### src/rtl/cpu_pkg.sv
// Shared CPU-wide widths and the fetch queue entry record.
package cpu_pkg;
  localparam int ADDRESS_LEN     = 12;
  localparam int INSTRUCTION_LEN = 19;
  localparam int WORD_LEN        = 8;

  localparam logic [INSTRUCTION_LEN-1:0] NOP_INSTRUCTION = '0;

  // One prefetched instruction together with the PC that follows it.
  typedef struct packed {
    logic [INSTRUCTION_LEN-1:0] instruction;
    logic [ADDRESS_LEN-1:0]     pc_plus1;
  } fetch_entry_t;
endpackage

### src/rtl/fetch_queue_if.sv
// Fetch front-end bus: instruction memory, redirect, and IF/ID head port.
interface fetch_queue_if #(
  parameter int DEPTH = 4
);
  import cpu_pkg::*;
  localparam int CW = $clog2(DEPTH) + 1;

  logic [ADDRESS_LEN-1:0]     imem_addr;
  logic [INSTRUCTION_LEN-1:0] imem_rdata;
  logic                       redirect_valid;
  logic [ADDRESS_LEN-1:0]     redirect_pc;
  logic                       deq_en;
  logic                       out_valid;
  logic [INSTRUCTION_LEN-1:0] out_instruction;
  logic [ADDRESS_LEN-1:0]     out_pc_plus1;
  logic [CW-1:0]              count;
  logic [ADDRESS_LEN-1:0]     fetch_pc;

  // master is the fetch queue itself; slave is memory plus downstream control.
  modport master (
    output imem_addr, out_valid, out_instruction, out_pc_plus1, count, fetch_pc,
    input  imem_rdata, redirect_valid, redirect_pc, deq_en
  );
  modport slave (
    input  imem_addr, out_valid, out_instruction, out_pc_plus1, count, fetch_pc,
    output imem_rdata, redirect_valid, redirect_pc, deq_en
  );
endinterface

### src/rtl/fetch_fifo_mem.sv
// Circular entry store for the fetch queue: one write port, one async read
// port, pointers and occupancy, with a flush that empties it in one cycle.
module fetch_fifo_mem
  import cpu_pkg::*;
#(
  parameter int DEPTH = 4
) (
  input  logic                      clk,
  input  logic                      rst,
  input  logic                      flush,
  input  logic                      wr_en,
  input  fetch_entry_t              wr_data,
  input  logic                      rd_en,
  output fetch_entry_t              rd_data,
  output logic [$clog2(DEPTH):0]    count
);
  localparam int PW = $clog2(DEPTH);

  fetch_entry_t  mem [DEPTH];
  logic [PW-1:0] wr_ptr;
  logic [PW-1:0] rd_ptr;

  // Entry storage; callers never write during flush, so no reset needed.
  always_ff @(posedge clk) begin
    if (wr_en) mem[wr_ptr] <= wr_data;
  end

  // Pointers wrap naturally; count tells full apart from empty.
  always_ff @(posedge clk) begin
    if (rst || flush) begin
      wr_ptr <= '0;
      rd_ptr <= '0;
      count  <= '0;
    end else begin
      if (wr_en) wr_ptr <= wr_ptr + 1'b1;
      if (rd_en) rd_ptr <= rd_ptr + 1'b1;
      case ({wr_en, rd_en})
        2'b10:   count <= count + 1'b1;
        2'b01:   count <= count - 1'b1;
        default: count <= count;
      endcase
    end
  end

  assign rd_data = mem[rd_ptr];
endmodule

### src/rtl/fetch_queue.sv
// Instruction fetch front end: owns the fetch PC, prefetches into a small
// queue so fetch keeps running while ID stalls, and flushes on redirect.
module fetch_queue
  import cpu_pkg::*;
#(
  parameter int DEPTH = 4
) (
  input  logic              clk,
  input  logic              rst,
  fetch_queue_if.master     bus
);
  localparam int CW = $clog2(DEPTH) + 1;

  logic [ADDRESS_LEN-1:0] fetch_pc;
  logic [CW-1:0]          count;
  logic                   out_valid;
  logic                   enq;
  logic                   deq;
  fetch_entry_t           wr_entry;
  fetch_entry_t           head;

  assign out_valid = (count != '0);
  // Redirect kills both sides of the queue for the cycle; a full queue can
  // still accept when the head leaves in the same cycle.
  assign deq = bus.deq_en & out_valid & ~bus.redirect_valid;
  assign enq = ~bus.redirect_valid & ((count < CW'(DEPTH)) | deq);

  assign wr_entry.instruction = bus.imem_rdata;
  assign wr_entry.pc_plus1    = fetch_pc + 1'b1;

  fetch_fifo_mem #(.DEPTH(DEPTH)) u_fifo (
    .clk     (clk),
    .rst     (rst),
    .flush   (bus.redirect_valid),
    .wr_en   (enq),
    .wr_data (wr_entry),
    .rd_en   (deq),
    .rd_data (head),
    .count   (count)
  );

  // Fetch PC: reset to 0, jump on redirect, advance whenever an entry is taken.
  always_ff @(posedge clk) begin
    if (rst)                     fetch_pc <= '0;
    else if (bus.redirect_valid) fetch_pc <= bus.redirect_pc;
    else if (enq)                fetch_pc <= fetch_pc + 1'b1;
  end

  // Head presentation; an empty queue hands IF/ID a NOP bubble.
  always_comb begin
    bus.out_instruction = NOP_INSTRUCTION;
    bus.out_pc_plus1    = '0;
    if (out_valid) begin
      bus.out_instruction = head.instruction;
      bus.out_pc_plus1    = head.pc_plus1;
    end
  end

  assign bus.out_valid = out_valid;
  assign bus.count     = count;
  assign bus.fetch_pc  = fetch_pc;
  assign bus.imem_addr = fetch_pc;
endmodule
### src/flat_wrapper.sv
// flat-port wrapper written by rule: the top's interface ports become plain ports
module fetch_queue_flat import cpu_pkg::*;
#(
  parameter int DEPTH = 4
)
  (clk, rst, bus_imem_addr, bus_out_valid, bus_out_instruction, bus_out_pc_plus1, bus_count, bus_fetch_pc, bus_imem_rdata, bus_redirect_valid, bus_redirect_pc, bus_deq_en);
  fetch_queue_if #(.DEPTH(DEPTH)) bus_i ();
  input  logic clk;
  input  logic rst;
  output wire logic [$bits(bus_i.imem_addr)-1:0] bus_imem_addr;
  output wire logic [$bits(bus_i.out_valid)-1:0] bus_out_valid;
  output wire logic [$bits(bus_i.out_instruction)-1:0] bus_out_instruction;
  output wire logic [$bits(bus_i.out_pc_plus1)-1:0] bus_out_pc_plus1;
  output wire logic [$bits(bus_i.count)-1:0] bus_count;
  output wire logic [$bits(bus_i.fetch_pc)-1:0] bus_fetch_pc;
  input wire logic [$bits(bus_i.imem_rdata)-1:0] bus_imem_rdata;
  input wire logic [$bits(bus_i.redirect_valid)-1:0] bus_redirect_valid;
  input wire logic [$bits(bus_i.redirect_pc)-1:0] bus_redirect_pc;
  input wire logic [$bits(bus_i.deq_en)-1:0] bus_deq_en;
  assign bus_imem_addr = bus_i.imem_addr;
  assign bus_out_valid = bus_i.out_valid;
  assign bus_out_instruction = bus_i.out_instruction;
  assign bus_out_pc_plus1 = bus_i.out_pc_plus1;
  assign bus_count = bus_i.count;
  assign bus_fetch_pc = bus_i.fetch_pc;
  assign bus_i.imem_rdata = bus_imem_rdata;
  assign bus_i.redirect_valid = bus_redirect_valid;
  assign bus_i.redirect_pc = bus_redirect_pc;
  assign bus_i.deq_en = bus_deq_en;
  fetch_queue #(.DEPTH(DEPTH)) u_core (.clk(clk), .rst(rst), .bus(bus_i));
endmodule
### config.mk
export PLATFORM = sky130hd
export DESIGN_NAME = fetch_queue_flat
export DESIGN_NICKNAME = d
export VERILOG_FILES = /design/src/rtl/cpu_pkg.sv /design/src/rtl/fetch_queue_if.sv /design/src/rtl/fetch_fifo_mem.sv /design/src/rtl/fetch_queue.sv /design/src/flat_wrapper.sv
export SDC_FILE = /design/constraint.sdc
export NUM_CORES = 1
export LEC_CHECK = 0
export ABC_AREA = 1
export CORE_UTILIZATION = 54
export DETAILED_ROUTE_END_ITERATION = 8
export GPL_TIMING_DRIVEN = 0
export PLACE_DENSITY = 0.78
export SETUP_SLACK_MARGIN = 0.5
export SYNTH_ARGS = -nofsm -noshare
export SYNTH_HDL_FRONTEND = slang
export SYNTH_HIERARCHICAL = 1
export SYNTH_SLANG_ARGS = --single-unit
### constraint.sdc
create_clock -name clk -period 2.16 [get_ports clk]
set_input_delay 0.216 -clock clk [delete_from_list [all_inputs] [get_ports clk]]
set_output_delay 0.216 -clock clk [all_outputs]
set_load 0.005 [all_outputs]
==> results.toml <==
[yosys]
ys_top_cells_by_count = "edfxtp_1 (124), nor2_1 (102), inv_1 (55), nand2_1 (37)"
ys_types = 35
async_flop_share_pct = 0
yosysWarnings = 6
synth_most_common_cell = "edfxtp_1"
synth_enable_flop_cells = 124
synth-seq-area-share_pct = 66.65
synth-seq-cells = 145
synth.area.top_cells = "edfxtp_1 (60%), dfxtp_1 (6.8%), nor2_1 (6.2%), inv_1 (3.3%), o22ai_1 (3.1%)"
syn_avg_cell_area_um2 = 11.41
yosysTopAreaCell = "edfxtp_1"
syn_nets = 587
yosys.area.top_type_share_pct = 59.89
syn_area_mm2 = 0.006217
syn_inst = 545
synth-main-ff-cell = "edfxtp_1"

[setup_path]
cp.required_ps = 1940
crit_chain = "buf_6 -> clkinv_8 -> buf_8 -> buf_6 -> buf_16 -> o21ai_1 -> o22ai_1 -> inv_1 -> nor2_1 -> buf_2"
worst_path_max_delay_cell = "dfxtp_4"
reg2reg_to = "u_core/u_fifo/count[2]"
worstSetupPathType = "reg -> out"
cp-start-kind = "register"
crit_top_cell = "buf_6"
cpPeakStageDelay_ps = 370
rr_worst_depth = 12
cp-endpoint = "bus_out_pc_plus1[6]"
reg2reg_slack_ps = 270
crit_family = "buffers and inverters"
cp.depth = 10
cp.buffers_inverters = 7
cp.arrival_ps = 1920
r2r_start = "u_core/u_fifo/count[2]"
cp-end-kind = "output port"
path_max_fanout = 6

[timing]
fmax_mhz = 468.6
rsz0062_at_grt = "true"
tns_ps = 0
finClkSkew_ps = 9.963
period_share_pct = 98.80
slew-limit-headroom_pct = 66.63
hold_viol = 0
fin_crit_ps = 2134
finalSetupViolCount = 0
holdWs_ps = 266.7
drv_slew = 0
worst_pin_slew_ps = 496.9

[global_routing]
gr-total-overflow = 0
antenna_found_initial = 0
grt_pass1_wl_um = 28770
grt_usage_pct = 33.67
grt_pass1_vias = 5292
grt_max_degree = 17

[clock_network]
holdBufCountCts = 0
cts_buffers = 17
clk_latency_ps = 420
numClockSinks = 145
cts-root-buf = "clkbuf_16"
cts.clk_slew.worst_paths_ps = 60
cts_tree = "done"
cts_max_level = 4
cts_max_path_buffers = 2

[pwr]
pwr_density_cell_mw_per_mm2 = 761.0
vdd_ir_drop_max_v = 0.0009225
power_leakage_nw = 3.699

[run]
maxCapViolCount = 0

[layout]
synthToLayoutAreaGrowth_pct = 51.20
nets = 783
drive_above_1_share_pct = 38.86
num_antenna_cells = 0

[place]
gp_congestion = 0.8224
portBuffers = 93
place_hpwl_um = 8739

[die]
std_cell_rows = 38
die_w_um = 109.3
die_h_um = 109.3
initial_core_util_pct = 56.36
die_area_mm2 = 0.01195
core_mm2 = 0.01103
ios = 94

[drt]
drc = 0
drt_wl_total_um = 22130
dr_total_vias = 5476
ant_nets = 0
drt_iter0_markers = 830
first_pass_iters = 6
wire_per_inst_um = 24.75
drt-vias-per-instance = 6.125

[worst_hold_path]
hold_path.class = "in -> reg"

[status]
status = "finished clean"
[power breakdown]
group	switching (mW)	internal [mW]	total (mW)
Combinational	0.380	0.371	0.750
Clock	1.18	2.03	3.21
Sequential	0.0619	3.13	3.20
Total	1.62	5.54	7.15
[metal layers]
| layer | part of all wire [%] | track usage [%] | vias up |
|---|---|---|---|
| met3 | 11 | 8.299 | 125 |
| met1 | 34 | 38.73 | 2557 |
| li1 | - | - | 2283 |
| met4 | 5.5 | 16.57 | 0 |
| met2 | 50 | 58.67 | 511 |
| met5 | 0 | 0 | - |
[state kept, by name, summed over array words and instances, names as in the netlist, named ones only]
| name | cells |
|---|---|
| u_core/u_fifo/wr_ptr | 2 |
| u_core/u_fifo/rd_ptr | 2 |
| u_core/u_fifo/count | 3 |
| u_core/bus.fetch_pc | 12 |
| u_core/u_fifo/mem | 124 |
[cells by family after synthesis]
logic type / after synthesis / share of synthesized area [%]
and+or+nand+nor: 164 / 11.27
DFF: 145 / 66.65
AOI/OAI and AO/OA: 128 / 11.35
buffers and inverters: 96 / 8.251
adders and majority gates: 7 / 1.529
xor gates and xnor gates: 5 / 0.9459
[tightest hold or removal path: cells and delay by family]
kind                   cells  cell delay, ps
buffers and inverters      1             150
AND/OR/NAND/NOR            3             280
[cell usage in the layout (no fill, tap or decap), types with 3 or more instances in the layout]
master | netlist | final
clkinvlp_4 | 0 | 10
buf_4 | 16 | 57
dfxtp_1 | 21 | 4
nor2_4 | 2 | 7
nor2_1 | 102 | 83
dfxtp_4 | 0 | 13
o21ai_0 | 34 | 12
buf_8 | 0 | 14
buf_6 | 10 | 20
clkbuf_16 | 0 | 19
dfxtp_2 | 0 | 4
buf_12 | 0 | 14
nand3_1 | 9 | 9
o21ai_2 | 0 | 26
o21ai_1 | 34 | 24
clkbuf_1 | 5 | 3
o22ai_2 | 0 | 14
buf_16 | 0 | 6
inv_1 | 55 | 45
clkdlybuf4s50_1 | 0 | 59
nand2_1 | 37 | 36
clkinv_2 | 0 | 3
buf_2 | 7 | 31
ha_1 | 6 | 5
nor2_2 | 1 | 15
o22ai_1 | 31 | 17
o21ai_4 | 0 | 6
clkinv_1 | 0 | 3
inv_2 | 1 | 6
edfxtp_1 | 124 | 124
and2_1 | 3 | 3
a22oi_1 | 10 | 10
a21oi_1 | 18 | 16
bufinv_16 | 0 | 5
[worst min-delay path by stage]
stage	from	to	slack, ps	cells after the start
after floorplan	rst	u_core/bus.fetch_pc[8]	290	1
after global placement	u_core/u_fifo/rd_ptr[1]	u_core/u_fifo/rd_ptr[1]	430	1
after detailed placement	u_core/u_fifo/rd_ptr[1]	register	430	1
after CTS	bus_redirect_pc[2]	u_core/bus.fetch_pc[2]	360	3
after global routing	bus_redirect_valid	u_core/u_fifo/count[2]	310	4
final	bus_redirect_valid	u_core/u_fifo/count[2]	270	4
[through the flow]
step / utilization (%) / setup WS, ps / std cells / power [mW] / area (um2)
after floorplan: - / 506.0 / 545 / 3.486 / 6271
after global placement: 66.88 / -332.3 / 778 / 3.768 / 7377
after detailed placement: 66.88 / -347.5 / 778 / 3.789 / 7377
after CTS: 81.43 / 130.0 / 881 / 6.963 / 8982
after global routing: 85.22 / -42.11 / 894 / 7.300 / 9400
final: 85.22 / 25.97 / 894 / 7.153 / 9400
[what timing repair did]
| item | in CTS | in global routing |
|---|---|---|
| pin swaps | 59 | 37 |
| cloned | 12 | 1 |
| setup buffers | 59 | 12 |
| setup endpoints to repair | 175 | 93 |
| resized for setup | 229 | 102 |
[final cells by class]
type,count,area (um2)
inverter,57,244.0
sequential,145,4198
buffer,39,409.1
tap,140,175.2
multi-input combinational,304,1943
timing repair inverter,4,30.03
clock buffer,19,432.9
clock inverter,13,191.4
timing repair buffer,173,1777
fill,484,1630
No activity file was read; power rests on OpenSTA's default activity.
